<file path="config.mk">
export PLATFORM = sky130hd
export DESIGN_NAME = pwm_audio_dac
export DESIGN_NICKNAME = d
export VERILOG_FILES = /design/src/rtl/pwm_audio_dac.sv
export SDC_FILE = /design/constraint.sdc
export NUM_CORES = 1
export LEC_CHECK = 0
export CAP_MARGIN = 20
export CORE_AREA = 3 3 79 81
export DETAILED_ROUTE_END_ITERATION = 8
export DIE_AREA = 0 0 82 84
export PLACE_DENSITY_LB_ADDON = 0.12
export SLEW_MARGIN = 20
export SYNTH_ARGS = -nofsm -noshare
export SYNTH_HDL_FRONTEND = slang
export SYNTH_SLANG_ARGS = --single-unit
</file>
<file path="constraint.sdc">
create_clock -name clk -period 2.1 [get_ports clk]
set_input_delay 0.42 -clock clk [delete_from_list [all_inputs] [get_ports clk]]
set_output_delay 0.42 -clock clk [all_outputs]
set_load 0.02 [all_outputs]
</file>
<file path="src/rtl/pwm_audio_dac.sv">
// Audio output stage: sample-clock divider, volume/mute processing, soft-start ramp
// and a glitch-free single-bit PWM driver for the mono jack.
module pwm_audio_dac #(
  parameter int CLK_HZ    = 100000000,
  parameter int SAMPLE_HZ = 8000,
  parameter int PWM_BITS  = 8
) (
  input  logic                clk,
  input  logic                reset,
  input  logic [PWM_BITS-1:0] sample_in,
  input  logic [1:0]          volume,
  input  logic                mute,
  output logic                sample_clk,
  output logic                sample_strobe,
  output logic                pwm_out,
  output logic                amp_en,
  output logic [0:0]          state_dbg
);

  localparam int DIV = CLK_HZ / SAMPLE_HZ;
  localparam int DW  = $clog2(DIV);
  localparam logic [DW-1:0] DIV_LAST = DW'(DIV - 1);
  localparam logic [DW-1:0] DIV_HALF = DW'(DIV / 2);
  localparam int W = PWM_BITS;
  localparam logic [W-1:0] MID = {1'b1, {(W-1){1'b0}}};

  localparam logic [0:0] ST_RAMP = 1'b0;
  localparam logic [0:0] ST_RUN  = 1'b1;

  logic [DW-1:0] div_cnt_q, div_cnt_d;
  logic          sample_clk_q, sample_clk_d;
  logic          sample_strobe_q, sample_strobe_d;
  logic [W-1:0]  level_q, level_d;
  logic [0:0]    state_q, state_d;
  logic          amp_en_q, amp_en_d;
  logic [W-1:0]  pwm_cnt_q, pwm_cnt_d;
  logic [W-1:0]  duty_q, duty_d;
  logic          pwm_out_q, pwm_out_d;

  logic signed [W:0] dev;
  logic signed [W:0] shifted;
  logic [W-1:0]      proc;

  // Attenuate the signed deviation from mid-scale, then re-bias to offset binary.
  always_comb begin
    dev     = $signed({1'b0, sample_in}) - $signed({1'b0, MID});
    shifted = dev >>> volume;
    proc    = shifted[W-1:0] + MID;
    if (mute) begin
      proc = MID;
    end
  end

  always_comb begin
    div_cnt_d       = (div_cnt_q == DIV_LAST) ? '0 : div_cnt_q + 1'b1;
    sample_clk_d    = (div_cnt_q < DIV_HALF);
    sample_strobe_d = (div_cnt_q == DIV_LAST);

    level_d = level_q;
    state_d = state_q;
    if (sample_strobe_q) begin
      if (state_q == ST_RAMP) begin
        level_d = level_q + 1'b1;
        if (level_d == MID) begin
          state_d = ST_RUN;
        end
      end else begin
        level_d = proc;
      end
    end

    amp_en_d  = 1'b1;
    pwm_cnt_d = pwm_cnt_q + 1'b1;
    // Duty is only reloaded on the last count so each frame is built from one value.
    duty_d    = (pwm_cnt_q == '1) ? level_q : duty_q;
    pwm_out_d = (pwm_cnt_q < duty_q);
  end

  always_ff @(posedge clk) begin
    if (reset) begin
      div_cnt_q       <= '0;
      sample_clk_q    <= 1'b0;
      sample_strobe_q <= 1'b0;
      level_q         <= '0;
      state_q         <= ST_RAMP;
      amp_en_q        <= 1'b0;
      pwm_cnt_q       <= '0;
      duty_q          <= '0;
      pwm_out_q       <= 1'b0;
    end else begin
      div_cnt_q       <= div_cnt_d;
      sample_clk_q    <= sample_clk_d;
      sample_strobe_q <= sample_strobe_d;
      level_q         <= level_d;
      state_q         <= state_d;
      amp_en_q        <= amp_en_d;
      pwm_cnt_q       <= pwm_cnt_d;
      duty_q          <= duty_d;
      pwm_out_q       <= pwm_out_d;
    end
  end

  assign sample_clk    = sample_clk_q;
  assign sample_strobe = sample_strobe_q;
  assign pwm_out       = pwm_out_q;
  assign amp_en        = amp_en_q;
  assign state_dbg     = state_q;

endmodule

</file>
; ---- Word-level counts from Yosys, hierarchy flattened
; Index checks and enable logic that the tools add are counted.
[word_totals]
inputBits = 13
register_bits = 43
word_cells = 26
out_inout_bits = 5
[op_classes]
shift = 1
reduce_logical = 1
n_mux = 5
eq_ne = 3
n_addsub = 5
magnitude_cmp = 2
[ops]
columns = op, n
row1 = $add A8 B1 Y8 const B, 2
row2 = $eq A8 B8 Y1 const B, 2
row3 = $mux W8, 2
row4 = $add A14 B1 Y14 const B, 1
row5 = $eq A14 B14 Y1 const B, 1
row6 = $lt A14 B13 Y1 const B, 1
row7 = $sshr A9 B2 Y8, 1
row8 = $sub A8 B8 Y9 const B, 1
row9 = $add A8 B8 Y8 const B, 1
row10 = $lt A8 B8 Y1, 1
row11 = $mux W1, 3
row12 = $reduce_or A2 Y1, 1

; ---- Logic depth before layout (Yosys ltp)
[depth]
word_depth = 5
mapped_depth = 7
depth_no_buf = 6

; ---- Worst setup path after synthesis
; Ideal clock, no wire load.
[synth_timing]
path_type = input to register
from = input port volume[0]
to = register level_q[1]
setup_slack_ns = 0.618
required_time_ns = 1.963
stages = 4
setup_ns = 0.137
path_buffers = 1
arrival_ns = 1.345
path_cell_list = buf_2 > mux4_2 > a22oi_1 > a211oi_1
[synth_via]
elab_chain_cells = 4
[synth_rtl]
columns = item, line
row1 = start: declaration, 11  ; input logic [1:0] volume,
row2 = $sshr A9 B2 Y8, 47  ; shifted = dev >>> volume;
row3 = $add A8 B8 Y8, 48  ; proc = shifted[W-1:0] + MID;
row4 = $mux W8, 49  ; if (mute) begin
row5 = $mux W8, 62  ; if (state_q == ST_RAMP) begin
row6 = end signal: assignment, 94  ; level_q <= level_d;
row7 = end: declaration, 33  ; logic [W-1:0] level_q, level_d;
; Every way passes these cells.
; A chain may end at the register's enable or synchronous reset.

; ---- Worst setup path in the final report
[layout_timing]
from = register state_q, in the netlist state_dbg
to = output port state_dbg
[layout_lines]
columns = item, line
row1 = start: declaration, 34  ; logic [0:0] state_q, state_d;
row2 = start signal: assignment, 95  ; state_q <= state_d;
row3 = end: declaration, 17  ; output logic [0:0] state_dbg
; No word-level cell between the ends.

==> summary.md <==
| Metric | Value |
|---|---|
| Result of the run | `finished clean` |
| Cts-stage hold buffer count | `0` |
| Most frequent cells in the layout | `sky130_fd_sc_hd__dfxtp_1, sky130_fd_sc_hd__nor2_1, sky130_fd_sc_hd__clkdlybuf4s50_1` |
| Post-route clock skew | `roughly 10 ps` |
| Number of distinct library cells after synthesis | `47` |
| Post-route cell area | `around 2500 um2` |
| Power density over the cells | `around 580 nW/um2` |
| Remaining antenna violation count after routing | `0` |
| Fraction of power spent switching nets | `0.2342` |
| Endpoint required time on the critical path | `1680 ps` |
| Critical path arrival | `1480 ps` |
| Worst min-delay path category | `register to register` |
| Period utilisation layout | `0.9035` |
| Total Routing Usage GR | `0.1406` |
| Number of instances resized during post-cts repair | `0` |
| Placed cell areas | `between 2000 and 2500 um2` |
| Endpoint type of the worst setup path | `primary output` |
| Minimum setup slack in the final design | `roughly 200 ps` |
| Synthesized instance count | `between 200 and 250` |
| Clock latency of the later-clocked register in the worst-skew pair | `290 ps` |
| Summed negative setup slack over all endpoints | `0 ps` |
| Sequential cell area fraction in the yosys report | `0.3848` |
| Part of the power in registers | `0.580` |
| Slew at the pin closest to its max-slew limit | `~560 ps` |
| Leakage | `about 0.86 nW` |
| Kind of launch point of the worst setup path | `register` |
| Number of inserted diodes | `0` |
| Ordered cell list for the critical path | `clkdlybuf4s50_1` |
| IR drop worst, VDD | `between 0.3 and 0.4 mV` |
| Number of port buffers | `17` |
| Total detailed-routing wirelength | `roughly 4300 um` |
| Initial antenna violation count | `0` |
| Rows | `27` |
| Most common cell after layout, fill and taps aside | `sky130_fd_sc_hd__dfxtp_1` |
| Highest achievable clock rate | `0.5270 GHz` |
| Crit path largest cell delay | `670 ps` |
| Crit-path slowest cell | `sky130_fd_sc_hd__clkdlybuf4s50_1` |
| Clock period minus final worst setup slack | `1897 ps` |
| Vert. Die Dim | `84 um` |
| Worst Setup Path Type | `register to primary output` |
| Final weighted congestion of routability-driven global placement | `0.7791` |
| Clock Tree Root | `sky130_fd_sc_hd__clkbuf_8` |
| Routed wirelength normalized by instance count | `about 13 um` |
| Net Count, Synth | `around 270` |
| Net switching power | `approximately 0.34 mW` |
| Number of buffers on the longest clock path | `2` |
| Placement Setup Slack | `roughly 72 ps` |
| Kind of cell with the highest combined delay on the critical path | `buffers and inverters` |
| Via count | `1775` |
| Syn_area_per_cell | `between 8 and 9 um2` |
| Number of nets in the layout | `approximately 290` |
| Number of top-level design ports | `18` |
| Most instantiated flip-flop cell in the synthesis netlist | `sky130_fd_sc_hd__dfxtp_1` |
| Maximum Capacitance Violations | `0` |
| Number of remaining DRC errors | `0` |
| Number of enable flip-flop cells after synthesis | `0` |
| Maximum level of the CTS H-tree | `2` |
| Share of total power in combinational logic | `0.091` |
| RSZ-0062 raised after global routing | `false` |
| Final-report hold violation count | `0` |
| DP HPWL | `3114 um` |
| Detail-routed via count per cell | `about 5.3` |
| Internal power | `roughly 1.1 mW` |
| Register bit count reported by yosys | `43` |
| Netlist Area Pre-Place | `approximately 2200 um2` |
| Global-route wire length before repair | `roughly 7600 um` |
| Number of setup violations in the final report | `0` |
| Placed instance count | `between 300 and 400` |
| Clock transition at the registers of the reported paths | `about 80 ps` |
| Worst path buffer plus inverter count | `1` |
| Via count of the first global-routing pass | `1695` |
| Clock buffers created by TritonCTS | `5` |
| Clock tree from TritonCTS | `built` |
| Async SR Flop Fraction | `0` |
| Clock network fraction of design power | `0.330` |
| Largest net degree at the start of global routing | `27` |
| Fraction of layout instances using a drive strength above 1 | `0.08333` |
| Initial drt markers | `97` |
| Overflow left after global routing | `0` |
| Die area | `6888 um2` |
| Final count of pins violating max slew | `0` |
| Synth Warn # | `0` |
| Post-route insts no fill | `approximately 340` |
| DIE WIDTH | `between 80 and 90 um` |
| Syn-to-layout area delta | `12.98%` |
| Critical path fanouts, max | `9` |
| Count of clock tree sinks | `43` |
| Post CTS Setup Buffer Count | `0` |
| Initial cell density of the core | `0.4038` |
| Iteration count of the initial detailed-routing pass | `4` |
| Headroom to the max-slew limit | `0.6260` |
| Placeable Area | `roughly 5500 um2` |
## routing by layer
metal  share of wire  vias up  GRT usage
met5               0        -          0
met4          0.0079        0    0.05891
met3           0.036        4    0.03240
met2            0.47       27     0.2204
met1            0.49      822     0.1823
li1                -      922          -
## registers in the layout, indices dropped and copies added, names as in the netlist
register,count
duty_q,8
pwm_out,1
state_dbg,1
sample_clk,1
sample_strobe,1
pwm_cnt_q,8
amp_en,1
div_cnt_q,14
level_q,8
## area by class of cell
type / count / area, um2
Timing Repair Buffer: 21 / 200.2
Sequential cell: 43 / 860.8
Clock buffer: 6 / 72.57
Multi-Input combinational cell: 180 / 1251
Inverter: 14 / 52.55
Fill cell: 576 / 3013
Tap cell: 72 / 90.09
## kinds of logic (layout without fill, tap and decap cells)
kind of cell,Yosys count,in the layout,share of synthesized area
compound gates,47,47,0.1415
xor+xnor,17,17,0.06656
fa+ha+maj,11,11,0.06152
buf+inv,26,41,0.05593
flops,43,43,0.3848
mux,14,14,0.08054
simple gates,91,91,0.2092
## cell usage after synthesis (2+ instances only)
cell type / n / area [um2]
sky130_fd_sc_hd__dfxtp_1: 43 / 860.8
sky130_fd_sc_hd__nor2_1: 33 / 123.9
sky130_fd_sc_hd__inv_1: 14 / 52.55
sky130_fd_sc_hd__ha_1: 11 / 137.6
sky130_fd_sc_hd__nand2_1: 11 / 41.29
sky130_fd_sc_hd__nand3_1: 10 / 50.05
sky130_fd_sc_hd__a21oi_1: 9 / 45.04
sky130_fd_sc_hd__mux2i_1: 9 / 90.09
sky130_fd_sc_hd__xnor2_1: 9 / 78.83
sky130_fd_sc_hd__nand4_1: 8 / 50.05
sky130_fd_sc_hd__o21ai_0: 8 / 40.04
sky130_fd_sc_hd__xor2_1: 8 / 70.07
sky130_fd_sc_hd__buf_2: 6 / 30.03
sky130_fd_sc_hd__a211oi_1: 5 / 37.54
sky130_fd_sc_hd__a31oi_1: 5 / 31.28
sky130_fd_sc_hd__nor2_2: 5 / 31.28
sky130_fd_sc_hd__a21o_1: 4 / 30.03
sky130_fd_sc_hd__and4_1: 3 / 26.28
sky130_fd_sc_hd__buf_1: 3 / 11.26
sky130_fd_sc_hd__mux4_2: 3 / 67.56
sky130_fd_sc_hd__nand2b_1: 3 / 18.77
sky130_fd_sc_hd__nor2b_1: 3 / 18.77
sky130_fd_sc_hd__nor3_1: 3 / 15.01
sky130_fd_sc_hd__o2111ai_1: 3 / 26.28
sky130_fd_sc_hd__o211ai_1: 3 / 22.52
sky130_fd_sc_hd__and3_1: 2 / 12.51
sky130_fd_sc_hd__mux2_2: 2 / 22.52
sky130_fd_sc_hd__o211a_1: 2 / 20.02
sky130_fd_sc_hd__o22ai_1: 2 / 12.51
sky130_fd_sc_hd__or3_1: 2 / 12.51
## power by group through the flow
stage / registers (mW) / logic, mW / clock network (mW)
floorplan: 0.869 / 0.0855 / 0
global placement: 0.871 / 0.133 / 0
detailed placement: 0.872 / 0.134 / 0
CTS: 0.853 / 0.134 / 0.510
global route: 0.856 / 0.148 / 0.542
finish: 0.853 / 0.133 / 0.485
## per-stage QoR
step | hold slack [ps] | utilization | power [mW]
floorplan | 425.2 | - | 0.9547
finish | 468.1 | 0.4562 | 1.471
global route | 519.1 | 0.4562 | 1.546
detailed placement | 455.5 | 0.4431 | 1.005
CTS | 472.9 | 0.4562 | 1.497
global placement | 449.6 | 0.4431 | 1.005
## final timing paths
| kind | start | to | slack, ps | depth (start not counted) |
|---|---|---|---|---|
| setup / recovery | state_dbg | state_dbg | 200 | 1 |
| hold / removal | pwm_cnt_q[0] | pwm_cnt_q[0] | 470 | 1 |
| setup reg to reg | pwm_cnt_q[0] | duty_q[0] | 360 | 6 |
| hold reg to reg | pwm_cnt_q[0] | pwm_cnt_q[0] | 470 | 1 |
Power figures use the tool's default switching activity.
